File: config.mk
export PLATFORM = sky130hd
export DESIGN_NAME = video_pll_rst_ctrl
export DESIGN_NICKNAME = d
export VERILOG_FILES = /design/src/rtl/video_pll_pkg.sv /design/src/rtl/video_pll_lock_sync.sv /design/src/rtl/video_pll_rst_ctrl.sv
export SDC_FILE = /design/constraint.sdc
export NUM_CORES = 1
export LEC_CHECK = 0
export CORE_ASPECT_RATIO = 1.75
export CORE_MARGIN = 5
export CORE_UTILIZATION = 45
export DETAILED_ROUTE_END_ITERATION = 8
export GPL_ROUTABILITY_DRIVEN = 0
export PLACE_DENSITY_LB_ADDON = 0.3
export SKIP_LAST_GASP = 1
export SYNTH_ARGS = -nofsm -noshare
export SYNTH_HDL_FRONTEND = slang
export SYNTH_SLANG_ARGS = --single-unit
File: constraint.sdc
create_clock -name clk -period 3.78 [get_ports clk]
set_input_delay 0.567 -clock clk [delete_from_list [all_inputs] [get_ports clk]]
set_output_delay 0.567 -clock clk [all_outputs]
set_load 0.05 [all_outputs]
File: src/rtl/video_pll_pkg.sv
// Shared state encoding and default timing for the video PLL supervisor.
package video_pll_pkg;

  typedef enum logic [1:0] {
    ST_RESET_PLL = 2'd0,
    ST_WAIT_LOCK = 2'd1,
    ST_STABLE    = 2'd2,
    ST_RUN       = 2'd3
  } state_e;

  localparam int DEF_RST_PULSE_CYC    = 16;
  localparam int DEF_LOCK_STABLE_CYC  = 1024;
  localparam int DEF_LOCK_TIMEOUT_CYC = 65536;
  localparam int DEF_LOSS_FILT_CYC    = 4;
  localparam int DEF_CNT_W            = 17;

endpackage

File: src/rtl/video_pll_lock_sync.sv
// Two-flop synchronizer bringing the asynchronous PLL lock into clk.
module video_pll_lock_sync (
  input  logic clk,
  input  logic rst_n,
  input  logic d_i,
  output logic q_o
);

  logic s1_q;
  logic s2_q;

  always_ff @(posedge clk) begin
    if (!rst_n) begin
      s1_q <= 1'b0;
      s2_q <= 1'b0;
    end else begin
      s1_q <= d_i;
      s2_q <= s1_q;
    end
  end

  assign q_o = s2_q;

endmodule

File: src/rtl/video_pll_rst_ctrl.sv
// PLL reset/lock supervisor releasing downstream video reset on stable lock.
// Optional RUN-state dropout filter: VIDEO_PLL_LOCK_FILT_EN.
module video_pll_rst_ctrl
  import video_pll_pkg::*;
#(
  parameter int RST_PULSE_CYC    = DEF_RST_PULSE_CYC,
  parameter int LOCK_STABLE_CYC  = DEF_LOCK_STABLE_CYC,
  parameter int LOCK_TIMEOUT_CYC = DEF_LOCK_TIMEOUT_CYC,
  parameter int LOSS_FILT_CYC    = DEF_LOSS_FILT_CYC,
  parameter int CNT_W            = DEF_CNT_W
) (
  input  logic       clk,
  input  logic       rst_n,
  input  logic       pll_lock_i,
  output logic       pll_rst_o,
  output logic       sys_rst_n_o,
  output logic       lock_lost_o,
  output logic [7:0] retry_cnt_o,
  output logic [1:0] state_o
);

  localparam logic [CNT_W-1:0] RST_LAST = CNT_W'(RST_PULSE_CYC - 1);
  localparam logic [CNT_W-1:0] STB_LAST = CNT_W'(LOCK_STABLE_CYC - 1);
  localparam logic [CNT_W-1:0] TO_LAST  = CNT_W'(LOCK_TIMEOUT_CYC - 1);

  logic             lock_s;
  logic             loss;
  state_e           state_q, state_d;
  logic [CNT_W-1:0] cnt_q, cnt_d;
  logic [7:0]       retry_q, retry_d;
  logic             pll_rst_q;
  logic             sys_rst_n_q;
  logic             lost_q, lost_d;

  video_pll_lock_sync u_sync (
    .clk   (clk),
    .rst_n (rst_n),
    .d_i   (pll_lock_i),
    .q_o   (lock_s)
  );

`ifdef VIDEO_PLL_LOCK_FILT_EN
  localparam int FW = $clog2(LOSS_FILT_CYC + 1);
  localparam logic [FW-1:0] FILT_LAST = FW'(LOSS_FILT_CYC - 1);

  logic [FW-1:0] filt_q, filt_d;

  always_comb begin
    filt_d = '0;
    loss   = 1'b0;
    if (state_q == ST_RUN && !lock_s) begin
      if (filt_q == FILT_LAST) loss = 1'b1;
      else filt_d = filt_q + 1'b1;
    end
  end

  always_ff @(posedge clk) begin
    if (!rst_n) filt_q <= '0;
    else filt_q <= filt_d;
  end
`else
  assign loss = (state_q == ST_RUN) && !lock_s;
`endif

  always_comb begin
    state_d = state_q;
    cnt_d   = cnt_q;
    retry_d = retry_q;
    lost_d  = 1'b0;
    unique case (state_q)
      ST_RESET_PLL: begin
        if (cnt_q == RST_LAST) begin
          state_d = ST_WAIT_LOCK;
          cnt_d   = '0;
        end else begin
          cnt_d = cnt_q + 1'b1;
        end
      end
      ST_WAIT_LOCK: begin
        if (lock_s) begin
          state_d = ST_STABLE;
          cnt_d   = '0;
        end else if (cnt_q == TO_LAST) begin
          state_d = ST_RESET_PLL;
          cnt_d   = '0;
          if (retry_q != 8'hFF) retry_d = retry_q + 8'd1;
        end else begin
          cnt_d = cnt_q + 1'b1;
        end
      end
      ST_STABLE: begin
        if (!lock_s) begin
          state_d = ST_WAIT_LOCK;
          cnt_d   = '0;
        end else if (cnt_q == STB_LAST) begin
          state_d = ST_RUN;
          cnt_d   = '0;
        end else begin
          cnt_d = cnt_q + 1'b1;
        end
      end
      ST_RUN: begin
        if (loss) begin
          state_d = ST_RESET_PLL;
          cnt_d   = '0;
          lost_d  = 1'b1;
        end
      end
      default: state_d = ST_RESET_PLL;
    endcase
  end

  // Outputs are registered from the next state so they change with it.
  always_ff @(posedge clk) begin
    if (!rst_n) begin
      state_q     <= ST_RESET_PLL;
      cnt_q       <= '0;
      retry_q     <= '0;
      pll_rst_q   <= 1'b1;
      sys_rst_n_q <= 1'b0;
      lost_q      <= 1'b0;
    end else begin
      state_q     <= state_d;
      cnt_q       <= cnt_d;
      retry_q     <= retry_d;
      pll_rst_q   <= (state_d == ST_RESET_PLL);
      sys_rst_n_q <= (state_d == ST_RUN);
      lost_q      <= lost_d;
    end
  end

  assign pll_rst_o   = pll_rst_q;
  assign sys_rst_n_o = sys_rst_n_q;
  assign lock_lost_o = lost_q;
  assign retry_cnt_o = retry_q;
  assign state_o     = state_q;

endmodule

==> impl_metrics.csv, run 1 <==
group,metric,value,unit
run_status,status,"finished, final reports clean",
floorplanning,core_area,3560,sq um
grt,grt_antenna_before_repair,0,
route,route.detailed.drc,0,
route,avgRoutedWirePerCell,13.6,um
cells_and_area,nFillCells,372,
power,power.leakage,0.675,nW
grt,grtUsageMet3,3.18,%
route,wl,3520,um
floorplanning,rows,29,
cells_and_area,num_antenna_cells,0,
route,drt_iter0_markers,38,
power,power.density,339,nW/um^2
timing,min_period,2.98,ns
timing,fin_setup_tns,0,ns
timing,slew_headroom,65.2,%
grt,grt_pass1_wl,6020,um
grt,met2_usage,31.6,%
timing,finalCritPeriodShare,78.9,%
logic_synthesis,synth-seq-cells,32,
cells_and_area,layout.nets,220,
setup_path,critPathCaptureType,"flip-flop",
setup_path,worst-setup-path-type,"reg -> reg",
clock_tree,cts_max_level,2,
logic_synthesis,yosysSeqAreaShare,39.4,%
setup_path,cp_slowest_cell,"dfxtp_1",
floorplanning,initial_core_util,45.7,%
clock_tree,cts.clk_slew.worst_paths,0.06,ns
cells_and_area,area_growth,17.2,%
placed_design,post-place-ws,0.796,ns
timing,max_freq,0.335,GHz
logic_synthesis,post_synth_instance_area,1620,sq um
floorplanning,boundaryPins,16,
grt,use_met1,14.1,%
timing,skew,0.00696,ns
floorplanning,die_w,55.4,um
placed_design,place_hpwl,2720,um
route,routed_via_density,5.52,
setup_path,crit_arrival,3.19,ns
grt,grt_max_degree,19,
timing,rsz0062_at_grt,"false",
logic_synthesis,syn_inst,196,
timing,setup-violations-final,0,
grt,first_global_vias,1339,
route,vias,1429,
route,drtPass1Iterations,4,
clock_tree,cts_root_buf,"clkbuf_8",
logic_synthesis,synth.avg_cell_area,8.29,sq um
route,ant_nets,0,
logic_synthesis,synth_cell_types,42,
grt,grt_busiest_layer,"met2",
grt,grt.total_usage,15.7,%
timing,finalMaxSlewViolations,0,
grt,grt_overflow,0,
timing,worst_pin_slew,0.522,ns
hold_path,hp-class,"reg -> reg",
timing,fin_ws,0.799,ns
clock_tree,post_cts_resized,0,
floorplanning,fp.dieArea,4960,sq um
setup_path,worst_path_largest_cell_delay,0.36,ns
clock_tree,cts_setup_buffers,0,
logic_synthesis,syn_nets,203,
logic_synthesis,yosys_warnings,0,
placed_design,numPortBuffers,15,
clock_tree,hold_buffers,0,
flow_run,cap_violations,0,
setup_path,crit_path_start_kind,"flip-flop",
clock_tree,clock_latency,0.28,ns
floorplanning,die_y,89.5,um
setup_path,worst-path-max-fanout,6,
clock_tree,cts.path.max_buffers,2,
cells_and_area,final_layout_size_suffix_gt1_share,7.98,%
setup_path,timing.critical_path.required,3.99,ns
power,ir_drop,0.221,mV
clock_tree,cts_tree,"built",
setup_path,crit_chain,"ha_1 -> and3_1 -> nand4_2 -> nor2_1 -> nand3_1 -> inv_1 -> ha_1 -> nand4bb_1 -> a41oi_2 -> nand3_1 -> or3_1 -> a21oi_1",
clock_tree,cts_buffers,5,
timing,hold_violations,0,
clock_tree,clock_sinks,32,
## per-layer routing
layer	vias up	routed length [um]
met5	-	0
met4	0	112
met3	10	105
met2	24	1970
met1	659	1340
li1	736	-
## area by class of cell
class                           count  area [sq um]  share of cell area, %
Clock buffer                        7          96.3                   5.06
Inverter                           11          41.3                   2.17
Multi-Input combinational cell    146           902                   47.4
Sequential cell                    32           641                   33.7
Tap cell                           46          57.6                   3.02
Timing Repair Buffer               17           165                   8.68
## logic make-up after synthesis
logic type	synth area share, %
compound gates	19.3
xor+xnor	3.24
fa+ha+maj	3.08
buf+inv	5.01
flops	39.4
mux	2.47
simple gates	27.4
## report_power, final
part / internal (mW) / leakage, nW / total (mW) / switching [mW]
sequential: 0.341 / 0.259 / 0.345 / 0.00354
combinational: 0.00908 / 0.366 / 0.0208 / 0.0117
clock: 0.162 / 0.0503 / 0.280 / 0.119
## cells in the mapped netlist
master / n / area share, %
inv_1: 10 / 2.3
or3_1: 3 / 1.2
a21oi_2: 1 / 0.54
and2_1: 3 / 1.2
xor2_1: 1 / 0.54
a31oi_4: 1 / 1.3
and3_1: 7 / 2.7
nand2_2: 1 / 0.39
mux2i_1: 4 / 2.5
nand4_2: 1 / 0.77
and3_2: 1 / 0.46
o22ai_1: 1 / 0.39
a21o_1: 1 / 0.46
a311oi_1: 1 / 0.54
clkinv_1: 1 / 0.23
or2_1: 1 / 0.39
a22oi_1: 2 / 0.92
o21a_1: 1 / 0.46
o21ai_2: 1 / 0.54
nand4_1: 2 / 0.77
nor3_1: 5 / 1.5
dfxtp_1: 32 / 39
nand2_1: 19 / 4.4
buf_2: 2 / 0.62
buf_4: 1 / 0.46
buf_6: 1 / 0.69
clkbuf_1: 3 / 0.69
nor2_1: 21 / 4.9
xnor2_1: 5 / 2.7
nand3b_1: 1 / 0.46
a21oi_1: 12 / 3.7
a211o_1: 3 / 1.6
o31ai_4: 1 / 1.3
o21ai_0: 13 / 4.0
a211oi_1: 1 / 0.46
nand3_1: 19 / 5.9
o2111a_1: 3 / 2.1
a41oi_2: 1 / 1.0
nor4_1: 2 / 0.77
nand4bb_1: 1 / 0.69
ha_1: 4 / 3.1
and4_1: 2 / 1.1
## per-stage QoR
stage / area [sq um] / cells / hold WS (ns) / total power, mW / utilization, %
floorplan: 1620 / 196 / 0.412 / 0.366 / -
CTS: 1900 / 259 / 0.437 / 0.656 / 53.5
finish: 1900 / 259 / 0.431 / 0.646 / 53.5
detailed placement: 1810 / 252 / 0.422 / 0.373 / 50.8
global route: 1900 / 259 / 0.469 / 0.672 / 53.5
global placement: 1810 / 252 / 0.414 / 0.373 / 50.8
## sequential cells by signal, indices dropped and copies added, names as in the netlist
| register | cells |
|---|---|
| lock_lost_o | 1 |
| u_sync.s1_q | 1 |
| u_sync.q_o | 1 |
| retry_cnt_o | 8 |
| state_o | 2 |
| cnt_q | 17 |
| pll_rst_o | 1 |
| sys_rst_n_o | 1 |
## worst max-delay path, delay by kind of cell (launching register included)
| family | cells | cell delay (ns) |
|---|---|---|
| AO/OA/AOI/OAI | 2 | 0.45 |
| adder cells (fa/ha/maj) | 2 | 0.43 |
| buffers and inverters | 1 | 0.08 |
| flip-flops | 1 | 0.36 |
| AND/OR/NAND/NOR | 7 | 1.59 |
## layout by cell type (no fill, tap or decap), types with 2 or more instances in the layout
cell	n
dfxtp_1	32
nor2_1	21
nand2_1	19
nand3_1	19
clkdlybuf4s50_1	15
o21ai_0	13
a21oi_1	12
inv_1	10
and3_1	7
clkbuf_8	7
xnor2_1	5
nor3_1	5
mux2i_1	4
ha_1	4
or3_1	3
and2_1	3
a211o_1	3
o2111a_1	3
and4_1	2
nor4_1	2
a22oi_1	2
nand4_1	2
buf_4	2
## path summary, 6_finish.rpt
kind,start,to,slack (ns),depth (start not counted)
hold reg to reg,u_sync.s1_q,u_sync.q_o,0.43,1
hold / removal,u_sync.s1_q,u_sync.q_o,0.43,1
setup / recovery,cnt_q[0],retry_cnt_o[7],0.80,12
setup reg to reg,cnt_q[0],retry_cnt_o[7],0.80,12
No activity file was read; power rests on OpenSTA's default activity.
==> run 2, diff against run 1 <==
==> constraint.sdc (replaced) <==
create_clock -name clk -period 2.6 [get_ports clk]
set_input_delay 0.39 -clock clk [delete_from_list [all_inputs] [get_ports clk]]
set_output_delay 0.39 -clock clk [all_outputs]
set_load 0.05 [all_outputs]
==> run 2 against run 1 <==
Clock skew shrank 0.0015 ns. Register-to-register slack lost 0.59 ns. Sequential cell count is the same. Power grew 44%. Core utilization grew 2.5 points. Combinational power grew 72%. Global-route usage grew 0.051 points. Count of clock-buffer cells in the layout shrank 1. Cell area grew 4.6%. Critical path depth is the same. Critical endpoint unchanged.
==> impl_metrics.csv, run 2 (synthesized netlist as in run 1, its figures left out) <==
group,metric,value,unit
cells_and_area,layout_commonest_cell,"dfxtp_1",
setup_path,crit_path_start_kind,"flip-flop",
placed_design,post-place-ws,0.134,ns
timing,finalCritPeriodShare,91.9,%
route,routed_via_density,5.45,
floorplanning,rows,29,
grt,grt_antenna_before_repair,0,
timing,max_freq,0.419,GHz
timing,skew,0.00549,ns
floorplanning,fp.dieArea,4960,sq um
hold_path,hp-class,"reg -> reg",
setup_path,worst-path-max-fanout,5,
timing,fin_ws,0.211,ns
timing,finalMaxSlewViolations,0,
clock_tree,hold_buffers,0,
cells_and_area,num_antenna_cells,0,
clock_tree,clock_sinks,32,
power,power.leakage,0.716,nW
clock_tree,post_cts_resized,0,
clock_tree,cts.clk_slew.worst_paths,0.07,ns
route,wl,3590,um
floorplanning,core_area,3560,sq um
timing,slew_headroom,66.0,%
route,avgRoutedWirePerCell,13.4,um
placed_design,place_hpwl,2700,um
power,ir_drop,0.382,mV
setup_path,crit_arrival,2.61,ns
clock_tree,clock_latency,0.28,ns
timing,fin_setup_tns,0,ns
power,p_int,725,uW
timing,min_period,2.39,ns
power,seq_power_share,54.1,%
power,switching_share,22.0,%
timing,worst_pin_slew,0.508,ns
cells_and_area,layout_common_cells,"dfxtp_1 (31), nor2_1 (20), nand2_1 (19)",
timing,hold_violations,0,
setup_path,worstRegToRegCells,12,
grt,grt_overflow,0,
floorplanning,initial_core_util,45.7,%
cells_and_area,layout.nets,227,
clock_tree,cts_buffers,5,
floorplanning,die_w,55.4,um
timing,setup-violations-final,0,
run_status,status,"finished, final reports clean",
route,route.detailed.drc,0,
clock_tree,cts_tree,"built",
clock_tree,cts_setup_buffers,0,
power,p_sw,205,uW
setup_path,timing.critical_path.required,2.82,ns
cells_and_area,top_register,"cnt_q",
cells_and_area,area_growth,22.6,%
placed_design,numPortBuffers,15,
grt,grt_pass1_wl,6140,um
route,drt_iter0_markers,28,
setup_path,critPathCaptureType,"flip-flop",
floorplanning,boundaryPins,16,
flow_run,cap_violations,0,
clock_tree,cts_max_level,2,
floorplanning,die_y,89.5,um
timing,rsz0062_at_grt,"false",
route,ant_nets,0,
grt,first_global_vias,1448,
clock_tree,cts.path.max_buffers,2,
cells_and_area,final_layout_size_suffix_gt1_share,13.1,%
hold_path,worstHoldPathCells,1,
route,vias,1456,
setup_path,worst-setup-path-type,"reg -> reg",
clock_tree,cts_root_buf,"clkbuf_8",
grt,grt_max_degree,19,
grt,grt.total_usage,15.8,%
power,pwr-share-clk,42.1,%
route,drtPass1Iterations,4,
power,combPwrFrac,3.8,%
cells_and_area,largest_reg_flops,17,
power,power.density,467,nW/um^2
[run 2: cell types whose count changed in the layout (fill, tap and decap cells not counted)]
cell,previous run,this run
ha_1,4,3
nand3_1,19,18
nor2_4,0,1
buf_4,2,8
clkinv_2,0,2
buf_12,0,1
nor2_1,21,20
nand3_2,0,1
ha_4,0,1
dfxtp_2,0,1
dfxtp_1,32,31
clkbuf_8,7,6
[run 2: worst paths after layout]
path / from / slack, ns / to
min reg2reg: u_sync.s1_q / 0.44 / u_sync.q_o
min: u_sync.s1_q / 0.44 / u_sync.q_o
max: cnt_q[1] / 0.21 / retry_cnt_o[7]
max reg2reg: cnt_q[1] / 0.21 / retry_cnt_o[7]
[run 2: final cells by class]
class,count,area [sq um]
Fill cell,355,1570
Multi-Input combinational cell,146,927
Sequential cell,32,642
Timing Repair Buffer,24,230
Clock buffer,6,82.6
Tap cell,46,57.6
Inverter,11,41.3
Clock inverter,2,10.0
[run 2: power groups by stage]
stage	Clock [mW]	Combinational, mW	Sequential [mW]
detailed placement	0	0.0338	0.512
finish	0.391	0.0357	0.503
global placement	0	0.0333	0.512
global route	0.430	0.0404	0.503
floorplan	0	0.0220	0.510
CTS	0.401	0.0342	0.501
[run 2: worst max-delay path, stage by stage (launching register included)]
cell       delay, ns
dfxtp_1         0.39
ha_4            0.17
and3_1          0.19
nand4_2         0.14
nor2_4          0.14
nand3_1         0.10
inv_1           0.07
ha_1            0.18
nand4bb_1       0.12
a41oi_2         0.23
nand3_2         0.14
or3_1           0.33
a21oi_1         0.13
[run 2: metrics by stage]
stage	power (mW)	hold WS (ns)	cells	cell area [sq um]	util (%)
2_1_floorplan	0.532	0.412	196	1630	-
3_3_place_gp	0.545	0.417	259	1880	52.9
3_5_place_dp	0.546	0.435	259	1880	52.9
4_1_cts	0.936	0.450	267	1970	55.5
5_1_grt	0.974	0.479	267	1990	56.0
6_report	0.930	0.445	267	1990	56.0
[run 2: routing by layer]
layer / track usage (%) / wire, um
met5: 0 / 0
met4: 10.6 / 151
met3: 2.75 / 103
met2: 31.1 / 1960
met1: 14.5 / 1370
